$ cat src/rtl/ahb_pkg.sv
// Shared AHB-Lite encodings, widths and the default-slave state type.
package ahb_pkg;
  localparam int AW    = 32;
  localparam int DW    = 32;
  localparam int SRC_W = 4;

  typedef enum logic [1:0] {TR_IDLE = 2'b00, TR_BUSY = 2'b01, TR_NONSEQ = 2'b10, TR_SEQ = 2'b11} htrans_e;
  typedef enum logic {RESP_OKAY = 1'b0, RESP_ERROR = 1'b1} hresp_e;
  typedef enum logic [1:0] {DS_IDLE = 2'd0, DS_ERR1 = 2'd1, DS_ERR2 = 2'd2} dslv_state_e;

  typedef struct packed {
    logic          hready;
    logic          hresp;
    logic [DW-1:0] hrdata;
  } ahb_rsp_t;

  // NONSEQ and SEQ both carry htrans[1]=1.
  function automatic logic trans_active(logic [1:0] t);
    return t[1];
  endfunction
endpackage

$ cat src/rtl/ahblite_1ton_if.sv
// Master-side and slave-side bus bundle of the 1-to-N AHB-Lite decoder.
interface ahblite_1ton_if #(parameter int NUM_SLV = 4);
  import ahb_pkg::*;
  logic                        fm_hsel, fm_hready, fm_hwrite;
  logic [AW-1:0]               fm_haddr;
  logic [DW-1:0]               fm_hwdata;
  logic [1:0]                  fm_htrans;
  logic [2:0]                  fm_hsize, fm_hburst;
  logic [3:0]                  fm_hprot;
  logic                        tm_hready, tm_hresp;
  logic [DW-1:0]               tm_hrdata;
  logic [NUM_SLV-1:0]          ts_hsel, ts_hready;
  logic [AW-1:0]               ts_haddr;
  logic [DW-1:0]               ts_hwdata;
  logic [1:0]                  ts_htrans;
  logic                        ts_hwrite;
  logic [2:0]                  ts_hsize, ts_hburst;
  logic [3:0]                  ts_hprot;
  logic [NUM_SLV-1:0]          fs_hready, fs_hresp;
  logic [NUM_SLV-1:0][DW-1:0]  fs_hrdata;

  // Environment view: drives master requests and slave responses.
  modport master (
    output fm_hsel, fm_hready, fm_hwrite, fm_haddr, fm_hwdata, fm_htrans, fm_hsize, fm_hburst, fm_hprot,
    output fs_hready, fs_hresp, fs_hrdata,
    input  tm_hready, tm_hresp, tm_hrdata,
    input  ts_hsel, ts_hready, ts_haddr, ts_hwdata, ts_htrans, ts_hwrite, ts_hsize, ts_hburst, ts_hprot
  );
  // Decoder view.
  modport slave (
    input  fm_hsel, fm_hready, fm_hwrite, fm_haddr, fm_hwdata, fm_htrans, fm_hsize, fm_hburst, fm_hprot,
    input  fs_hready, fs_hresp, fs_hrdata,
    output tm_hready, tm_hresp, tm_hrdata,
    output ts_hsel, ts_hready, ts_haddr, ts_hwdata, ts_htrans, ts_hwrite, ts_hsize, ts_hburst, ts_hprot
  );
endinterface

$ cat src/rtl/ahb_default_slv.sv
// Default slave: two-cycle ERROR for active transfers to unmapped space, rdata always zero.
module ahb_default_slv
  import ahb_pkg::*;
(
  input  logic     clk,
  input  logic     rst_n,
  input  logic     accept,
  output ahb_rsp_t rsp
);
  dslv_state_e state;

  always_ff @(posedge clk) begin
    if (!rst_n) begin
      state      <= DS_IDLE;
      rsp.hready <= 1'b1;
      rsp.hresp  <= RESP_OKAY;
      rsp.hrdata <= '0;
    end else begin
      rsp.hrdata <= '0;
      case (state)
        DS_ERR1: begin
          state      <= DS_ERR2;
          rsp.hready <= 1'b1;
          rsp.hresp  <= RESP_ERROR;
        end
        DS_IDLE, DS_ERR2: begin
          if (accept) begin
            state      <= DS_ERR1;
            rsp.hready <= 1'b0;
            rsp.hresp  <= RESP_ERROR;
          end else begin
            state      <= DS_IDLE;
            rsp.hready <= 1'b1;
            rsp.hresp  <= RESP_OKAY;
          end
        end
        default: begin
          state      <= DS_IDLE;
          rsp.hready <= 1'b1;
          rsp.hresp  <= RESP_OKAY;
        end
      endcase
    end
  end
endmodule

$ cat src/rtl/ahblite_1ton.sv
// 1-to-N AHB-Lite decoder: address decode, data-phase response mux, default slave, sticky error capture.
module ahblite_1ton
  import ahb_pkg::*;
#(
  parameter int                     NUM_SLV  = 4,
  parameter logic [NUM_SLV*32-1:0]  SLV_BASE = {32'h6000_0000, 32'h4000_0000, 32'h2000_0000, 32'h0000_0000},
  parameter logic [NUM_SLV*32-1:0]  SLV_MASK = {4{32'hE000_0000}}
)(
  input  logic              clk,
  input  logic              rst_n,
  ahblite_1ton_if.slave     bus,
  input  logic              err_clr,
  output logic              err_valid,
  output logic [AW-1:0]     err_addr,
  output logic              err_write,
  output logic [SRC_W-1:0]  err_src
);
  logic [NUM_SLV-1:0] hit, sel;
  logic [SRC_W-1:0]   hit_idx, own_idx;
  logic               own_act, dph_write, dflt_acc, cap;
  logic [AW-1:0]      dph_addr;
  ahb_rsp_t           rsp, dflt_rsp;

  for (genvar gi = 0; gi < NUM_SLV; gi++) begin : g_dec
    assign hit[gi] = bus.fm_hsel &&
                     (((bus.fm_haddr ^ SLV_BASE[32*gi +: 32]) & SLV_MASK[32*gi +: 32]) == '0);
  end

  // Lowest index wins on overlap; no hit maps to index NUM_SLV (default slave).
  always_comb begin
    sel     = '0;
    hit_idx = SRC_W'(NUM_SLV);
    for (int i = NUM_SLV-1; i >= 0; i--) begin
      if (hit[i]) begin
        sel     = '0;
        sel[i]  = 1'b1;
        hit_idx = SRC_W'(i);
      end
    end
  end

  assign bus.ts_hsel   = sel;
  assign bus.ts_haddr  = bus.fm_haddr;
  assign bus.ts_hwdata = bus.fm_hwdata;
  assign bus.ts_htrans = bus.fm_htrans;
  assign bus.ts_hwrite = bus.fm_hwrite;
  assign bus.ts_hsize  = bus.fm_hsize;
  assign bus.ts_hburst = bus.fm_hburst;
  assign bus.ts_hprot  = bus.fm_hprot;

  always_ff @(posedge clk) begin
    if (!rst_n) begin
      own_act   <= 1'b0;
      own_idx   <= '0;
      dph_addr  <= '0;
      dph_write <= 1'b0;
    end else if (rsp.hready) begin
      own_act   <= bus.fm_hsel & trans_active(bus.fm_htrans);
      own_idx   <= hit_idx;
      dph_addr  <= bus.fm_haddr;
      dph_write <= bus.fm_hwrite;
    end
  end

  assign dflt_acc = rsp.hready & bus.fm_hsel & ~|hit & trans_active(bus.fm_htrans);

  ahb_default_slv u_dflt (.clk(clk), .rst_n(rst_n), .accept(dflt_acc), .rsp(dflt_rsp));

  always_comb begin
    rsp.hready = 1'b1;
    rsp.hresp  = RESP_OKAY;
    rsp.hrdata = '0;
    if (own_act) begin
      if (own_idx == SRC_W'(NUM_SLV)) begin
        rsp = dflt_rsp;
      end else begin
        for (int i = 0; i < NUM_SLV; i++) begin
          if (own_idx == SRC_W'(i)) begin
            rsp.hready = bus.fs_hready[i];
            rsp.hresp  = bus.fs_hresp[i];
            rsp.hrdata = bus.fs_hrdata[i];
          end
        end
      end
    end
  end

  assign bus.tm_hready = rsp.hready;
  assign bus.tm_hresp  = rsp.hresp;
  assign bus.tm_hrdata = rsp.hrdata;
  assign bus.ts_hready = {NUM_SLV{rsp.hready}};

  // A clear coinciding with a fresh ERROR re-arms and captures in the same cycle.
  assign cap = rsp.hresp & ~rsp.hready & (~err_valid | err_clr);

  always_ff @(posedge clk) begin
    if (!rst_n) begin
      err_valid <= 1'b0;
      err_addr  <= '0;
      err_write <= 1'b0;
      err_src   <= '0;
    end else if (cap) begin
      err_valid <= 1'b1;
      err_addr  <= dph_addr;
      err_write <= dph_write;
      err_src   <= own_idx;
    end else if (err_clr) begin
      err_valid <= 1'b0;
    end
  end
endmodule
$ cat src/flat_wrapper.sv
// flat-port wrapper written by rule: the top's interface ports become plain ports
module ahblite_1ton_flat import ahb_pkg::*;
#(
  parameter int                     NUM_SLV  = 4,
  parameter logic [NUM_SLV*32-1:0]  SLV_BASE = {32'h6000_0000, 32'h4000_0000, 32'h2000_0000, 32'h0000_0000},
  parameter logic [NUM_SLV*32-1:0]  SLV_MASK = {4{32'hE000_0000}}
)
  (clk, rst_n, err_clr, err_valid, err_addr, err_write, err_src, bus_fm_hsel, bus_fm_hready, bus_fm_hwrite, bus_fm_haddr, bus_fm_hwdata, bus_fm_htrans, bus_fm_hsize, bus_fm_hburst, bus_fm_hprot, bus_fs_hready, bus_fs_hresp, bus_fs_hrdata, bus_tm_hready, bus_tm_hresp, bus_tm_hrdata, bus_ts_hsel, bus_ts_hready, bus_ts_haddr, bus_ts_hwdata, bus_ts_htrans, bus_ts_hwrite, bus_ts_hsize, bus_ts_hburst, bus_ts_hprot);
  ahblite_1ton_if #(.NUM_SLV(NUM_SLV)) bus_i ();
  input  logic clk;
  input  logic rst_n;
  input  logic err_clr;
  output logic err_valid;
  output logic [AW-1:0] err_addr;
  output logic err_write;
  output logic [SRC_W-1:0] err_src;
  input wire logic [$bits(bus_i.fm_hsel)-1:0] bus_fm_hsel;
  input wire logic [$bits(bus_i.fm_hready)-1:0] bus_fm_hready;
  input wire logic [$bits(bus_i.fm_hwrite)-1:0] bus_fm_hwrite;
  input wire logic [$bits(bus_i.fm_haddr)-1:0] bus_fm_haddr;
  input wire logic [$bits(bus_i.fm_hwdata)-1:0] bus_fm_hwdata;
  input wire logic [$bits(bus_i.fm_htrans)-1:0] bus_fm_htrans;
  input wire logic [$bits(bus_i.fm_hsize)-1:0] bus_fm_hsize;
  input wire logic [$bits(bus_i.fm_hburst)-1:0] bus_fm_hburst;
  input wire logic [$bits(bus_i.fm_hprot)-1:0] bus_fm_hprot;
  input wire logic [$bits(bus_i.fs_hready)-1:0] bus_fs_hready;
  input wire logic [$bits(bus_i.fs_hresp)-1:0] bus_fs_hresp;
  input wire logic [$bits(bus_i.fs_hrdata)-1:0] bus_fs_hrdata;
  output wire logic [$bits(bus_i.tm_hready)-1:0] bus_tm_hready;
  output wire logic [$bits(bus_i.tm_hresp)-1:0] bus_tm_hresp;
  output wire logic [$bits(bus_i.tm_hrdata)-1:0] bus_tm_hrdata;
  output wire logic [$bits(bus_i.ts_hsel)-1:0] bus_ts_hsel;
  output wire logic [$bits(bus_i.ts_hready)-1:0] bus_ts_hready;
  output wire logic [$bits(bus_i.ts_haddr)-1:0] bus_ts_haddr;
  output wire logic [$bits(bus_i.ts_hwdata)-1:0] bus_ts_hwdata;
  output wire logic [$bits(bus_i.ts_htrans)-1:0] bus_ts_htrans;
  output wire logic [$bits(bus_i.ts_hwrite)-1:0] bus_ts_hwrite;
  output wire logic [$bits(bus_i.ts_hsize)-1:0] bus_ts_hsize;
  output wire logic [$bits(bus_i.ts_hburst)-1:0] bus_ts_hburst;
  output wire logic [$bits(bus_i.ts_hprot)-1:0] bus_ts_hprot;
  assign bus_i.fm_hsel = bus_fm_hsel;
  assign bus_i.fm_hready = bus_fm_hready;
  assign bus_i.fm_hwrite = bus_fm_hwrite;
  assign bus_i.fm_haddr = bus_fm_haddr;
  assign bus_i.fm_hwdata = bus_fm_hwdata;
  assign bus_i.fm_htrans = bus_fm_htrans;
  assign bus_i.fm_hsize = bus_fm_hsize;
  assign bus_i.fm_hburst = bus_fm_hburst;
  assign bus_i.fm_hprot = bus_fm_hprot;
  assign bus_i.fs_hready = bus_fs_hready;
  assign bus_i.fs_hresp = bus_fs_hresp;
  assign bus_i.fs_hrdata = bus_fs_hrdata;
  assign bus_tm_hready = bus_i.tm_hready;
  assign bus_tm_hresp = bus_i.tm_hresp;
  assign bus_tm_hrdata = bus_i.tm_hrdata;
  assign bus_ts_hsel = bus_i.ts_hsel;
  assign bus_ts_hready = bus_i.ts_hready;
  assign bus_ts_haddr = bus_i.ts_haddr;
  assign bus_ts_hwdata = bus_i.ts_hwdata;
  assign bus_ts_htrans = bus_i.ts_htrans;
  assign bus_ts_hwrite = bus_i.ts_hwrite;
  assign bus_ts_hsize = bus_i.ts_hsize;
  assign bus_ts_hburst = bus_i.ts_hburst;
  assign bus_ts_hprot = bus_i.ts_hprot;
  ahblite_1ton #(.NUM_SLV(NUM_SLV), .SLV_BASE(SLV_BASE), .SLV_MASK(SLV_MASK)) u_core (.clk(clk), .rst_n(rst_n), .bus(bus_i), .err_clr(err_clr), .err_valid(err_valid), .err_addr(err_addr), .err_write(err_write), .err_src(err_src));
endmodule
$ cat config.mk
export PLATFORM = sky130hd
export DESIGN_NAME = ahblite_1ton_flat
export DESIGN_NICKNAME = d
export VERILOG_FILES = /design/src/rtl/ahb_pkg.sv /design/src/rtl/ahblite_1ton_if.sv /design/src/rtl/ahb_default_slv.sv /design/src/rtl/ahblite_1ton.sv /design/src/flat_wrapper.sv
export SDC_FILE = /design/constraint.sdc
export NUM_CORES = 1
export LEC_CHECK = 0
export ABC_AREA = 1
export BUFFER_PORTS_ARGS = -buffer_cell sky130_fd_sc_hd__buf_2
export CAP_MARGIN = 20
export CORE_AREA = 2 2 144 146
export CTS_BUF_LIST = sky130_fd_sc_hd__clkbuf_8
export CTS_CLUSTER_SIZE = 25
export DETAILED_ROUTE_END_ITERATION = 16
export DIE_AREA = 0 0 146 148
export HOLD_SLACK_MARGIN = 0.03
export PLACE_DENSITY = 0.61
export SYNTH_ARGS = -nofsm -noshare
export SYNTH_HDL_FRONTEND = slang
export SYNTH_SLANG_ARGS = --single-unit
$ cat constraint.sdc
create_clock -name clk -period 4.6 [get_ports clk]
set_clock_uncertainty 0.1 [all_clocks]
set_input_delay 0.23 -clock clk [delete_from_list [all_inputs] [get_ports clk]]
set_output_delay 0.23 -clock clk [all_outputs]
set_load 0.01 [all_outputs]
==> impl_results.md <==
- Die area: roughly 22000 um^2
- Slew Limit Headroom: 0.3836
- Post-CTS sizing: 0
- Final WL: ~18000 um
- Initial antenna violation count: 1
- TritonCTS clock tree: yes
- Startpoint Class: flop
- Clock Tree Buf Depth: 2
- Buffers on Ports: around 290
- Multi-input logic area: roughly 2200 um^2
- Fin. Hold Viols: 0
- Post-Syn Area: about 5100 um^2
- Final setup viols: 0
- Largest delay contributor family on the critical path: simple AND/OR/NAND/NOR gates
- Root buffer cell: clkbuf_8
- Hold_buf cts: 1
- 1st-iter DRT viols: 169
- Post-synthesis register bit count: between 70 and 80
- Pwr/cell area: between 200 and 300 nW/um^2
- Status: complete, no violations
- Cell variety after synth: 24
- Kind of critical path: flop to flop
- Detailed Routing Iterations Pass 1: 4
- Share of the synthesized area in the top cell type: 0.3072
- FILL cells: between 2000 and 2500
- Crit path time final: slightly above 3 ns
- Avg Cell Area, Syn: 6.245 um^2
- Max-slew violations: 0
- Worst setup EP type: flop
- Post-DP Area: 6128 um^2
- Routed vias/inst: 4.368
- Setup TNS: 0 ns
- Nets: 1208
- Place WS: roughly 1.4 ns
- Placeable Area: roughly 20000 um^2
- Post-route insts no fill: around 1300
- Placer Congestion: about 0.80
- Hold slack: between 0.05 and 0.06 ns
- Cell Chain, Critical Path: buf_4, inv_1, buf_4, nand3_1, o21ai_1, o21bai_2, nor2_4, nand3_1, nand2_1, nor2_1
- Cell count after synthesis: a little over 800
- P_leak: approximately 3.3 nW
- Drt drc: 0
- Layout cells sized above 1: 0.3548
- # IOs: around 380
- Rows: 52
- VDD IR max: between 0.1 and 0.15 mV
- Area leader, netlist: dfxtp_1
- Clock latency at the later pin of the worst-skew pair: around 0.36 ns
- Worst EP arrival: between 3 and 4 ns
- Die W: about 150 um
- Clock transition at path regs: about 0.090 ns
- Most frequent cells in the layout: buf_2 (286), inv_1 (121), nand2_1 (117), dfxtp_1 (78), nand3_1 (75)
- Total GRT Usage: 0.1591
- Starting Density: 0.2537
- Slew @ Worst Pin: ~0.92 ns
- Setup bufs post-CTS: 0
- Worst path required time: 4.76 ns
- Kind of path behind the tightest hold check: primary input to flop
- Vias: 5530
- Largest net degree at the start of global routing: 69
- CTS Sinks: ~80
- Hpwl dp: approximately 13000 um
- CP max stage delay: about 0.76 ns
- RSZ-0062 raised after global routing: no
- Final WS setup: about 1.5 ns
- Crit-path max FO: 40
- Wire length per cell: between 10 and 15 um
- First-pass GRT wire length: 27230 um
- Final ANT Viol Nets: 0
- Core Util, Final: 0.3179
- Total congestion overflow: 0
- Ys Warns: 0
- CP max stage cell: nor2_4
- Power, Total: approximately 1.6 mW
- Placed Instances: around 1200
- Top cells by area, synth: dfxtp_1 (31%), buf_4 (12%), inv_1 (8.9%)
- Most common cell after layout, fill and taps aside: buf_2
- Die Y: 148 um
- H-tree levels: 3
- Max Freq: approximately 0.32 GHz
- Post-Layout Inst Area: between 6000 and 7000 um^2
- Seq/Total Area, Yosys: 0.3072
- Register area: 1562 um^2
- Layout area overhead: 25.30%
- Tcrit/Tclk final: 0.6699
- Worst path buffer plus inverter count: 3
- Mapped Nets: approximately 1000
- Max cap viols: 0
- Vias in the first global route: a little under 5000
- CTS Buf Count: 9
==> Yosys cell counts <==
| master | instances |
|---|---|
| nand3b_1 | 1 |
| o21ai_1 | 2 |
| nand3_1 | 76 |
| clkbuf_1 | 34 |
| a211oi_1 | 1 |
| conb_1 | 1 |
| nor2_4 | 1 |
| buf_2 | 11 |
| nor3_1 | 32 |
| buf_4 | 83 |
| inv_2 | 3 |
| a311oi_1 | 3 |
| nand3_2 | 1 |
| nand4_1 | 2 |
| nor2_1 | 75 |
| a21oi_1 | 69 |
| o21bai_2 | 1 |
| o21ai_0 | 65 |
| buf_1 | 5 |
| inv_1 | 121 |
| dfxtp_1 | 78 |
| or2_2 | 29 |
| nand2_1 | 117 |
| nor2_2 | 3 |
==> report_power, final <==
part	switching [mW]	internal [mW]	leakage, nW
logic	0.173	0.131	2.56
registers	0.00851	0.701	0.639
clock network	0.282	0.314	0.112
==> sequential cells by signal (all words and copies together), names as in the netlist <==
| register | cells |
|---|---|
| u_core.dph_addr | 32 |
| u_core.dph_write | 1 |
| u_core.err_addr | 32 |
| u_core.err_src | 3 |
| u_core.err_valid | 1 |
| u_core.err_write | 1 |
| u_core.own_act | 1 |
| u_core.own_idx | 3 |
| u_core.u_dflt.rsp | 2 |
| u_core.u_dflt.state | 2 |
==> final cells by class <==
| type | instances | area share |
|---|---|---|
| clock inverters | 7 | 0.01650 |
| multi-input cells | 479 | 0.3532 |
| inverters | 124 | 0.07307 |
| clock buffers | 9 | 0.01945 |
| diodes | 1 | 0.0003929 |
| repair buffers | 298 | 0.2392 |
| well taps | 270 | 0.05303 |
| flip-flops and latches | 78 | 0.2451 |
==> per-layer routing <==
layer  vias up  global-route usage  wire length [um]
met5         -                   0                 0
met4         0             0.05340               394
met3        24             0.04167              1433
met2       249              0.2809              8992
met1      2442              0.1878              7357
li1       2815                   -                 -
==> logic make-up (layout without fill, tap and decap cells) <==
| kind of cell | after synthesis | after routing | share of synthesized area |
|---|---|---|---|
| flip-flops | 78 | 78 | 0.3072 |
| other | 1 | 2 | 0.0007377 |
| buffers and inverters | 257 | 438 | 0.2538 |
| AND/OR/NAND/NOR | 337 | 337 | 0.2956 |
| AO/OA/AOI/OAI | 141 | 141 | 0.1428 |
==> final timing paths <==
path | from | endpoint | slack, ns | cells after the start
worst max-delay path | u_core.own_idx[1] | u_core.err_addr[22] | 1.52 | 10
worst min-delay path | bus_fm_hsel | u_core.u_dflt.rsp[33] | 0.05 | 2
worst max register to register | u_core.own_idx[1] | u_core.err_addr[22] | 1.52 | 10
worst min register to register | u_core.dph_addr[0] | u_core.dph_addr[0] | 0.35 | 2
(Power assumes the default switching activity.)
